===== src/rtl/altr_hps_and_gate_seq.sv =====
// altr_hps_and_gate_seq: paced thermometer sequencer for altr_hps_and enable gates; ALTR_HPS_GATE_SEQ_BYPASS_EN adds gate_bypass
module altr_hps_and_gate_seq #(
  parameter int NUM_GATES = 4,
  parameter int GAP_W = 4
) (
  input  logic                 clk,
  input  logic                 rst,
  input  logic                 en_req,
  input  logic [GAP_W-1:0]     gap,
`ifdef ALTR_HPS_GATE_SEQ_BYPASS_EN
  input  logic                 gate_bypass,
`endif
  output logic [NUM_GATES-1:0] gate_en,
  output logic                 en_ack,
  output logic                 seq_busy
);
  localparam int IW = $clog2(NUM_GATES + 1);
  localparam logic [IW-1:0] N_IDX = IW'(NUM_GATES);
  typedef enum logic [1:0] {OFF, RAMP_UP, ON, RAMP_DN} state_t;
  state_t state, state_n;
  logic [IW-1:0] idx, idx_n;
  logic [GAP_W-1:0] gcnt, gcnt_n, gm1;
  logic [NUM_GATES-1:0] therm;
  assign gm1 = (gap == '0) ? '0 : gap - 1'b1;
  always_comb begin
    state_n = state;
    idx_n = idx;
    gcnt_n = gcnt;
    case (state)
      OFF: if (en_req) begin
        state_n = RAMP_UP;
        idx_n = IW'(1);
        gcnt_n = gm1;
      end
      RAMP_UP: if (!en_req) begin
        state_n = RAMP_DN;
        idx_n = idx - 1'b1;
        gcnt_n = gm1;
      end else if (gcnt != '0) begin
        gcnt_n = gcnt - 1'b1;
      end else if (idx == N_IDX) begin
        state_n = ON;
      end else begin
        idx_n = idx + 1'b1;
        gcnt_n = gm1;
      end
      ON: if (!en_req) begin
        state_n = RAMP_DN;
        idx_n = idx - 1'b1;
        gcnt_n = gm1;
      end
      default: if (en_req) begin
        state_n = RAMP_UP;
        idx_n = idx + 1'b1;
        gcnt_n = gm1;
      end else if (gcnt != '0) begin
        gcnt_n = gcnt - 1'b1;
      end else if (idx == '0) begin
        state_n = OFF;
      end else begin
        idx_n = idx - 1'b1;
        gcnt_n = gm1;
      end
    endcase
`ifdef ALTR_HPS_GATE_SEQ_BYPASS_EN
    if (gate_bypass) begin
      state_n = ON;
      idx_n = N_IDX;
      gcnt_n = '0;
    end
`endif
    therm = '0;
    for (int i = 0; i < NUM_GATES; i++) therm[i] = i < int'(idx_n);
  end
  always_ff @(posedge clk) begin
    if (rst) begin
      state <= OFF;
      idx <= '0;
      gcnt <= '0;
      gate_en <= '0;
      en_ack <= 1'b0;
      seq_busy <= 1'b0;
    end else begin
      state <= state_n;
      idx <= idx_n;
      gcnt <= gcnt_n;
      gate_en <= therm;
      en_ack <= state_n == ON;
      seq_busy <= state_n == RAMP_UP || state_n == RAMP_DN;
    end
  end
endmodule


===== config.mk =====
export PLATFORM = sky130hd
export DESIGN_NAME = altr_hps_and_gate_seq
export DESIGN_NICKNAME = d
export VERILOG_FILES = /design/src/rtl/altr_hps_and_gate_seq.sv
export SDC_FILE = /design/constraint.sdc
export NUM_CORES = 1
export LEC_CHECK = 0
export CORE_MARGIN = 2
export CORE_UTILIZATION = 59
export DETAILED_ROUTE_END_ITERATION = 7
export GPL_TIMING_DRIVEN = 0
export PLACE_DENSITY = 0.84
export SLEW_MARGIN = 20
export SYNTH_ARGS = -nofsm -noshare
export SYNTH_HDL_FRONTEND = slang
export SYNTH_SLANG_ARGS = --single-unit

===== constraint.sdc =====
create_clock -name clk -period 5.3 [get_ports clk]
set_clock_uncertainty 0.15 [all_clocks]
set_input_delay 1.06 -clock clk [delete_from_list [all_inputs] [get_ports clk]]
set_output_delay 1.06 -clock clk [all_outputs]
set_load 0.05 [all_outputs]

; ---- Yosys cells after proc, flatten, opt, wreduce, memory -nomap -nowiden
; Index checks and enable logic that the tools add are counted.
[word_totals]
ff_bits = 15
latch_bits = 0
mem_bits_rw = 0
mem_bits_ro = 0
wordCells = 58
memories = 0
[classes]
addsub = 4
n_mul = 0
div_mod_pow = 0
order_cmp = 4
n_eq_ne = 10
n_shift = 0
n_mux = 28
bitwise = 0
reduce_logical = 6
[ops]
columns = operator, n
row1 = $mux 4, 9
row2 = $mux 3, 8
row3 = $mux 2, 8
row4 = $pmux 4 s3, 1
row5 = $pmux 3 s3, 1
row6 = $sub 4x1->4 const B, 2
row7 = $eq 2x2->1 const B, 3
row8 = $lt 1x3->1 const A, 2
row9 = $lt 2x3->1 const A, 2
row10 = $pmux 2 s3, 1
row11 = $ne 5x3->1 const B, 1
row12 = $eq 2x1->1 const B, 2
row13 = $logic_not 4->1, 1
row14 = $ne 2x2->1 const B, 2
row15 = $ne 4x4->1 const B, 1
row16 = $reduce_and 4->1, 1
row17 = $reduce_bool 4->1, 1
row18 = $add 3x1->3 const B, 1
row19 = $eq 3x3->1 const B, 1
row20 = $logic_not 3->1, 1
row21 = $sub 3x1->3 const B, 1
row22 = $logic_not 2->1, 1
row23 = $logic_or 1x1->1, 1

; ---- Longest topological paths before layout
; Gate-level depths: netlist (run 1).
[depth]
depth_word = 7
ltp_mapped = 9
mapped_depth_nobuf = 8

; ---- Least setup slack after synthesis (run 1)
; OpenSTA, ideal clock, no wires.
[synth_path]
path_kind = input-to-reg
start = in en_req
end = reg gate_en[0]
arrival_ns = 2.246
t_required_ns = 5.077
path_slack_ns = 2.831
stages = 8
path_buffers = 1
cell_sequence = buf_4 > inv_2 > ha_1 > nor2b_1 > a31oi_1 > o21ai_0 > or3_4 > o211ai_2
[synth_via]
elab_chain_cells = 3
[synth_lines]
columns = item, line_no
row1 = from (decl), 8  ; input logic en_req,
row2 = "$mux 3, on equally long branches", n/a
row3 = $pmux 3 s3 *, 29  ; case (state)
row4 = $lt 1x3->1 *, 73  ; for (int i = 0; i < NUM_GATES; i++) therm[i] = i < int'(idx_n);
row5 = to (signal assigned), 87  ; gate_en <= therm;
row6 = to (decl), 13  ; output logic [NUM_GATES-1:0] gate_en,
; Mark *: on every way between the ends. The rest lies on a longest branch, timed or not.
; A chain may end at the register's enable or synchronous reset.

; ---- Worst setup path in the final report (run 1)
[layout_path]
start = reg seq_busy
end = out seq_busy
[layout_lines]
columns = item, line_no
row1 = from (decl), 15  ; output logic seq_busy
row2 = from (signal assigned), 82  ; seq_busy <= 1'b0;
row3 = from (signal assigned), 89  ; seq_busy <= state_n == RAMP_UP || state_n == RAMP_DN;
; No word-level cell between the ends.

==> results of run 1 <==
==> worst paths after layout <==
check / cells after the start / startpoint / endpoint / slack [ns]
max reg2reg: 7 / idx[0] / gate_en[2] / 2.97
max: 1 / seq_busy / seq_busy / 2.50
min reg2reg: 2 / gcnt[0] / gcnt[0] / 0.34
min: 2 / gcnt[0] / gcnt[0] / 0.34
==> per-layer routing <==
layer | track usage [%] | share of wire, % | vias to the layer above
met5 | 0 | 0 | -
met2 | 41.9 | 49 | 28
li1 | - | - | 505
met4 | 13.3 | 1.2 | 0
met3 | 2.69 | 3.9 | 4
met1 | 34.4 | 46 | 459
==> registers in the layout, indices dropped and copies added, names as in the netlist <==
register  cells
en_ack        1
gate_en       4
gcnt          4
idx           2
seq_busy      1
state         1
==> power by group through the flow <==
stage / registers [mW] / logic (mW) / clock network [mW]
finish: 0.121 / 0.170 / 0.0612
global route: 0.122 / 0.184 / 0.0659
CTS: 0.120 / 0.170 / 0.0639
detailed placement: 0.122 / 0.168 / 0
global placement: 0.122 / 0.162 / 0
floorplan: 0.141 / 0.108 / 0
==> per-stage QoR <==
stage                     hold slack (ns)  util (%)  cells  power [mW]
after floorplan                     0.307         -    131       0.249
after global placement              0.327      71.0    167       0.284
after detailed placement            0.334      71.0    167       0.290
after CTS                           0.347      72.5    171       0.354
after global routing                0.384      72.5    171       0.372
final                               0.343      72.5    171       0.352
==> final cells by class <==
class                   count  area, µm²  area share [%]
plain buffers               8       76.3            6.03
well taps                  25       31.3            2.47
multi-input cells         101        727            57.5
inverters                   9       33.8            2.67
clock buffers               4       26.3            2.08
flip-flops and latches     13        260            20.6
repair buffers             11        110            8.70
==> cells in the mapped netlist, types with 3 or more instances <==
cell type,instances
a21oi_1,10
buf_6,3
dfxtp_1,13
ha_1,6
inv_1,7
mux2i_1,4
nand2_1,8
nand3_1,7
nor2_1,10
nor2b_1,3
nor3_1,7
o21ai_0,6
o21ai_1,3
==> kinds of logic after synthesis <==
| logic type | synth area share [%] |
|---|---|
| compound gates | 25.0 |
| xor+xnor | 2.39 |
| fa+ha+maj | 6.84 |
| buf+inv | 10.0 |
| flops | 23.7 |
| mux | 3.65 |
| simple gates | 28.4 |
==> cell usage in the layout (no fill, tap or decap), drive strengths merged, types with 2 or more instances in the layout <==
| cell | n |
|---|---|
| nand2b | 2 |
| nor3 | 9 |
| mux2i | 4 |
| a31oi | 2 |
| inv | 9 |
| dfxtp | 13 |
| nor2b | 3 |
| xnor2 | 2 |
| nor3b | 2 |
| o21ai | 11 |
| ha | 6 |
| a21oi | 11 |
| a311oi | 2 |
| nand3 | 8 |
| a21o | 2 |
| clkdlybuf4s50 | 11 |
| nand2 | 8 |
| buf | 6 |
| nor2 | 11 |
| clkbuf | 5 |
==> summary.md, run 1 <==
| Metric | Value |
|---|---|
| Worst Setup Start Kind | flip-flop |
| CTS max path bufs | 2 |
| Slowest stage cell, crit path | clkdlybuf4s50_1 |
| ANT cells | 0 |
| Mapped Area | about 0.0011 mm² |
| Max incr delay on CP | 0.85 ns |
| Setup ws final | around 2.5 ns |
| Die ar. | between 0.002 and 0.0025 mm² |
| H-tree levels | 1 |
| Pleak | 0.498 nW |
| Cell variety after synth | between 40 and 50 |
| Switching share of power | approximately two fifths |
| Placement Setup Slack | approximately 2.5 ns |
| Internal | between 0.2 and 0.25 mW |
| Area grow syn2layout | 15.3% |
| RSZ-0062 raised after global routing | false |
| Synthesized instance count | ~130 |
| Max Fclk | around 0.36 GHz |
| Overflow after GRT | 0 |
| WL/cell | about 14 µm |
| Comb power frac | 48.3% |
| Main synth FF type | dfxtp_1 |
| 1st-iter DRT viols | 42 |
| EDFF count, synth | 0 |
| Clock period minus worst slack | 2.80 ns |
| CP Buf/Inv Count | 1 |
| Post_cts resized | 0 |
| CTS sink count | 13 |
| Slew Limit Fails | 0 |
| Hold-fix buffers, CTS | 0 |
| WS Path Type | flip-flop to output port |
| DRC errors left | 0 |
| Port Buf Inserts | 11 |
| Vias in the first global route | between 900 and 1000 |
| Sequential share of power | 34.3% |
| Status | finished clean |
| Starting density of the core | between 60% and 70% |
| Routability cong. | around 0.9 |
| Max FO, Critical Path | 6 |
| Worst path cell trace | clkdlybuf4s50_1 |
| Clock share of power | 17.4% |
| Via count | 996 |
| Die height | 47.1 µm |
| NumNets Final | 160 |
| Placeable core region | around 0.0017 mm² |
| Final hold vios | 0 |
| Total CTS buffers | 3 |
| DRT Pass-1 Iters | 4 |
| Power Density | 278 mW/mm² |
| Hold Path Class | flip-flop to flip-flop |
| Area leader, netlist | dfxtp_1 |
| Final period util | roughly 53% |
| Chip width | 47.1 µm |
| P_sw | 0.143 mW |
| Seq/Total Area, Yosys | between 20% and 30% |
| Critical Path RT | a little over 4 ns |
| Antenna violations before repair | 0 |
| Placed inst area | roughly 0.0012 mm² |
| Root Buffer | clkbuf_4 |
| Cell family with most CP delay | buffers and inverters |
| WL final | about 2500 µm |
| Top post-synthesis cells by area | dfxtp_1 24%, ha_1 6.8%, a21oi_1 4.6% |
| I/O Pins | 13 |
| Clock-pin slew of the registers on the worst-case setup and hold paths | 0.08 ns |
| Final setup violation count | 0 |
| Synth Warn # | 0 |
| Synth top area share | around a quarter |
| GRT Total Usage | roughly a quarter |
| Post-synth net total | about 140 |
| FILL cells | 140 |
| Share of cells above drive strength 1 | a little under a fifth |
| Post CTS Setup Buffer Count | 0 |
| Detailed placement HPWL | between 1500 and 2000 µm |
| Element type at the critical path end | output port |
| Rows | 15 |
| #FFs+latches synth | 13 |
| Post-DRT Antenna Nets | 0 |
| Clock latency on the worst-skew pair | 0.28 ns |
| Design Area, Final | between 0.001 and 0.0015 mm² |
| Largest net degree at the start of global routing | 11 |
| CTS tree | yes |
| Via/cell ratio | roughly 5.8 |
| First-pass GRT wire length | ~4000 µm |
| Syn_area_per_cell | roughly 8.4 µm² |
| Max cap viols | 0 |
| Async SR Flop Fraction | 0% |
| Relative slew slack | ~65% |
| Post-route setup TNS | 0 ns |
| Peak supply drop | 0.212 mV |
| Arr. time, crit path | 1.59 ns |
| Worst Tran Pin Value | 0.512 ns |
Power figures use the tool's default switching activity.
==> run 2: changes to the inputs <==
- CORE_UTILIZATION: 59 -> 55
- PLACE_DENSITY: 0.84 -> 0.79
- clock period: 5.3 -> 2.63 ns (I/O delays scaled with it)
==> run 2 against run 1 <==
Global-route usage down 4.6 points. Hold slack better by 0.0034 ns. Non-clock buffer count unchanged. First-iteration DRC count down 40%. Sequential cell count unchanged. Combinational power up 99%. Critical path depth unchanged. Sequential power up 100%. Critical path type unchanged. Largest power group unchanged.
==> summary.md, run 2 (synthesis gave the netlist of run 1 again) <==
| Metric | Value |
|---|---|
| Status | finished clean |
| Pleak | between 0.4 and 0.5 nW |
| Peak supply drop | between 0.5 and 0.6 mV |
| CP Buf/Inv Count | 1 |
| CTS tree | yes |
| Setup ws final | roughly 0.37 ns |
| Starting density of the core | a little under three fifths |
| Port Buf Inserts | 11 |
| Worst Tran Pin Value | ~0.50 ns |
| RSZ-0062 raised after global routing | false |
| Max cap viols | 0 |
| Clock-pin slew of the registers on the worst-case setup and hold paths | approximately 0.08 ns |
| Max incr delay on CP | 0.85 ns |
| Final hold vios | 0 |
| Chip width | roughly 49 µm |
| Final setup violation count | 0 |
| Overflow after GRT | 0 |
| Routability cong. | 0.851 |
| H-tree levels | 1 |
| DRT Pass-1 Iters | 4 |
| Post CTS Setup Buffer Count | 0 |
| PnR Total Power | ~0.7 mW |
| DRC errors left | 0 |
| Hold-fix buffers, CTS | 0 |
| WS Path Type | flip-flop to output port |
| Post-Layout Cell Count | approximately 170 |
| Via/cell ratio | ~5.8 |
| Worst hold slack | between 0.3 and 0.4 ns |
| ANT cells | 0 |
| FILL cells | around 190 |
| Post-route setup TNS | 0 ns |
| Largest regs | gate_en (4), gcnt (4), idx (2) |
| Clock latency on the worst-skew pair | about 0.27 ns |
| Total CTS buffers | 3 |
| Post_cts resized | 0 |
| Antenna violations before repair | 0 |
| 1st-iter DRT viols | 25 |
| Rows | 16 |
| Arr. time, crit path | roughly 1.6 ns |
| Slowest stage cell, crit path | clkdlybuf4s50_1 |
| Die ar. | 0.00237 mm² |
| Slew Limit Fails | 0 |
| Placement Setup Slack | around 0.31 ns |
| Relative slew slack | between 60% and 70% |
| Placed cells | 169 |
| Final Core Density | about two thirds |
| Placeable core region | between 0.0015 and 0.002 mm² |
| CTS max path bufs | 2 |
| Design Area, Final | approximately 0.0013 mm² |
| Via count | 1004 |
| Vias in the first global route | roughly 930 |
| Root Buffer | clkbuf_4 |
| NumNets Final | 160 |
| Share of cells above drive strength 1 | 19.2% |
| Clock period minus worst slack | ~2.3 ns |
| First-pass GRT wire length | between 4000 and 5000 µm |
| Most common cell after layout, fill and taps aside | dfxtp_1 |
| Critical Path RT | roughly 2 ns |
| I/O Pins | 13 |
| Hold Path Class | flip-flop to flip-flop |
| WL final | approximately 2300 µm |
| GRT Total Usage | between 20% and 30% |
| WL/cell | approximately 13 µm |
| Die height | a little under 50 µm |
| Power Density | ~550 mW/mm² |
| Element type at the critical path end | output port |
| Worst Setup Start Kind | flip-flop |
| Max FO, Critical Path | 6 |
| Post-DRT Antenna Nets | 0 |
| Max Fclk | 0.443 GHz |
| Largest net degree at the start of global routing | 11 |
| Cell family with most CP delay | buffers and inverters |
| Detailed placement HPWL | ~1800 µm |
| Final period util | a little under nine tenths |
| Placed inst area | 0.00124 mm² |
| CTS sink count | 13 |
| Worst path cell trace | clkdlybuf4s50_1 |
| Most frequent cells in the layout | 13 x dfxtp_1, 11 x clkdlybuf4s50_1, 10 x nor2_1, 10 x a21oi_1, 8 x nand2_1 |
| Area grow syn2layout | 15.5% |
run 2: cell counts in the layout (fill, tap and decap cells not counted):
No cell type changed its count.
run 2: cell type report:
type	instances	area, µm²	area share [%]
Buffer	8	76.3	6.02
Multi-Input combinational cell	101	727	57.4
Inverter	9	33.8	2.67
Tap cell	27	33.8	2.67
Clock buffer	4	26.3	2.07
Sequential cell	13	260	20.5
Timing Repair Buffer	11	110	8.69
run 2: path summary, 6_finish.rpt:
check                start        to  slack (ns)  cells after the start
setup reg to reg    idx[0]   gcnt[3]        0.47                      8
setup / recovery  seq_busy  seq_busy        0.37                      1
hold reg to reg    gcnt[0]   gcnt[0]        0.35                      2
hold / removal     gcnt[0]   gcnt[0]        0.35                      2
run 2: worst register-to-register path, stage by stage, from the launching register on:
cell and delay [ns]:
dfxtp_1 0.43, inv_1 0.13, ha_1 0.30, nand2b_1 0.20, nor3_4 0.06, o32ai_4 0.40, o21ai_1 0.13, a22oi_1 0.16
nor2_1 0.07
run 2: power by group:
part | internal [mW] | switching (mW)
clock network | 0.0587 | 0.0617
logic | 0.138 | 0.199
registers | 0.222 | 0.0204
total | 0.419 | 0.281
run 2: per-layer routing:
metal  up-vias  global-route usage (%)  share of wire [%]
met5         -                       0                  0
met4         0                    8.57                1.3
met3         4                    2.78                4.4
met2        27                    40.0                 56
met1       473                    24.2                 38
li1        500                       -                  -
==> run 3: changes to the inputs <==
- CAP_MARGIN: default -> 20
- CORE_UTILIZATION: 55 -> 49
- PLACE_DENSITY: 0.79 -> 0.74
- clock period: 2.63 -> 2 ns (I/O delays scaled with it)
==> run 3 against run 2 <==
The run now ends with setup timing left. Sequential power grew 33%. Combinational power up 55%. Worst setup slack worse by 0.39 ns. Non-clock buffer count up 5. First-iteration DRC count is 20% lower. Power grew 44%. Wire length rose by 16%. Register-to-register slack got worse by 0.49 ns. Design area up 11%. Clock power up 34%. Sequential share of layout area decreased by 1.7 points. Die area is 11% higher. Critical endpoint is now gate_en[0].
==> summary.md, run 3 (synthesis gave the netlist of run 1 again) <==
| Metric | Value |
|---|---|
| CTS sink count | 13 |
| H-tree levels | 1 |
| Setup ws final | -0.0174 ns |
| Clock latency on the worst-skew pair | around 0.28 ns |
| Placed cells | 170 |
| Worst hold stages | 2 |
| Hold-fix buffers, CTS | 0 |
| Chip width | approximately 51 µm |
| Via count | ~1000 |
| DRT Pass-1 Iters | 4 |
| 1st-iter DRT viols | 20 |
| Final setup violation count | 2 |
| Final hold vios | 0 |
| Port Buf Inserts | 11 |
| Routability cong. | about 0.95 |
| RR Startpoint | gcnt[1] |
| Rows | 17 |
| Antenna violations before repair | 0 |
| First-pass GRT wire length | approximately 4500 µm |
| Share of cells above drive strength 1 | roughly a third |
| Placement Setup Slack | -0.150 ns |
| Arr. time, crit path | between 2 and 2.5 ns |
| Worst path cell trace | inv_2 -> ha_4 -> or3b_4 -> mux2i_2 -> nor3_2 -> nor3_2 -> a31o_2 -> o211ai_2 |
| GRT Total Usage | a little under a quarter |
| Hold path start | gcnt[2] |
| CTS max path bufs | 2 |
| Peak supply drop | ~0.53 mV |
| Total CTS buffers | 3 |
| Reg2reg setup slack | -0.02 ns |
| Hold EP | gcnt[2] |
| Max cap viols | 0 |
| Root Buffer | clkbuf_4 |
| FILL cells | approximately 190 |
| Max FO, Critical Path | 5 |
| Clock-pin slew of the registers on the worst-case setup and hold paths | 0.08 ns |
| WL final | ~2700 µm |
| Worst Setup Start Kind | flip-flop |
| Worst Tran Pin Value | between 0.4 and 0.5 ns |
| Area grow syn2layout | 28.4% |
| Via/cell ratio | ~5.8 |
| Starting density of the core | between 50% and 60% |
| Post-Layout Cell Count | 180 |
| Top cell by count, worst path | nor3_2 |
| Die height | between 50 and 60 µm |
| Die ar. | between 0.002 and 0.003 mm² |
| Post-DRT Antenna Nets | 0 |
| Pleak | around 0.54 nW |
| Most frequent cells in the layout | 9 x nor2_1, 9 x dfxtp_1, 9 x clkdlybuf4s50_1 |
| Element type at the critical path end | flip-flop |
| Placeable core region | about 0.0022 mm² |
| Reg-to-Reg End | gate_en[0] |
| WL/cell | ~15 µm |
| Slowest stage cell, crit path | or3b_4 |
| Power Density | just over 700 mW/mm² |
| WS Path Type | flip-flop to flip-flop |
| Vias in the first global route | between 900 and 1000 |
| Final period util | 101% |
| R2R depth | 8 |
| ANT cells | 0 |
| Largest regs | gate_en (4), gcnt (4), idx (2) |
| Slew Limit Fails | 0 |
| Status | finished with violations |
| NumNets Final | between 150 and 200 |
| Failing checks | setup timing |
| CTS tree | yes |
| Largest net degree at the start of global routing | 12 |
| DRC errors left | 0 |
| Relative slew slack | approximately two thirds |
| Overflow after GRT | 0 |
| Hold Path Class | flip-flop to flip-flop |
| Post-route setup TNS | -0.0258 ns |
| I/O Pins | 13 |
| Critical Path RT | ~2 ns |
| Max incr delay on CP | about 0.44 ns |
| RSZ-0062 raised after global routing | true |
| Max Fclk | a little under 0.5 GHz |
| Clock period minus worst slack | 2.02 ns |
| Detailed placement HPWL | ~1800 µm |
==> run 3: worst max-delay path by stage <==
stage	from	slack, ns	to	cells past startpoint
6_report	gcnt[1]	-0.02	gate_en[0]	8
5_1_grt	gcnt[1]	-0.10	gate_en[2]	8
4_1_cts	gcnt[1]	-0.04	gcnt[3]	8
3_5_place_dp	gap[0]	-0.15	gcnt[2]	5
3_3_place_gp	gap[0]	-0.12	gcnt[2]	5
2_1_floorplan	idx[0]	0.06	gate_en[2]	7
==> run 3: metrics by stage <==
step / cell area [µm²] / utilization [%] / total power, mW / hold WS [ns]
floorplan: 1100 / - / 0.661 / 0.307
global placement: 1240 / 57.3 / 0.754 / 0.322
detailed placement: 1240 / 57.3 / 0.766 / 0.330
CTS: 1360 / 62.6 / 0.972 / 0.392
global route: 1410 / 64.9 / 1.07 / 0.454
finish: 1410 / 64.9 / 1.01 / 0.418
==> run 3: layer usage <==
| metal | part of all wire, % | up-vias | GRT usage [%] | wire [µm] |
|---|---|---|---|---|
| met1 | 47 | 490 | 30.1 | 1260 |
| met4 | 1.8 | 0 | 11.0 | 47 |
| met5 | 0 | - | 0 | 0 |
| met3 | 2.4 | 4 | 0.877 | 65 |
| li1 | - | 519 | - | - |
| met2 | 48 | 23 | 37.7 | 1290 |
==> run 3: power by group <==
part	internal, mW	switching, mW
registers	0.294	0.0280
clock network	0.0774	0.0834
logic	0.228	0.297
==> run 3: layout make-up <==
type	instances	area (µm²)	share of cell area [%]
plain buffers	7	65.1	4.62
repair buffers	17	153	10.8
flip-flops and latches	13	265	18.8
well taps	28	35.0	2.49
inverters	9	36.3	2.58
multi-input cells	102	828	58.8
clock buffers	4	26.3	1.87
==> run 3: timing repair <==
| item | CTS | global route |
|---|---|---|
| endpoints found under the setup margin | 13 | 12 |
| buffers inserted | 4 | 2 |
| cloned | 1 | 0 |
| pin swaps | 9 | 12 |
| resized for setup | 16 | 13 |
==> run 3: worst max-delay path, delay by kind of cell, from the launching register on <==
| kind | cells | cell delay, ns |
|---|---|---|
| simple gates | 3 | 0.70 |
| flops | 1 | 0.33 |
| compound gates | 2 | 0.30 |
| mux | 1 | 0.21 |
| fa+ha+maj | 1 | 0.13 |
| buf+inv | 1 | 0.07 |
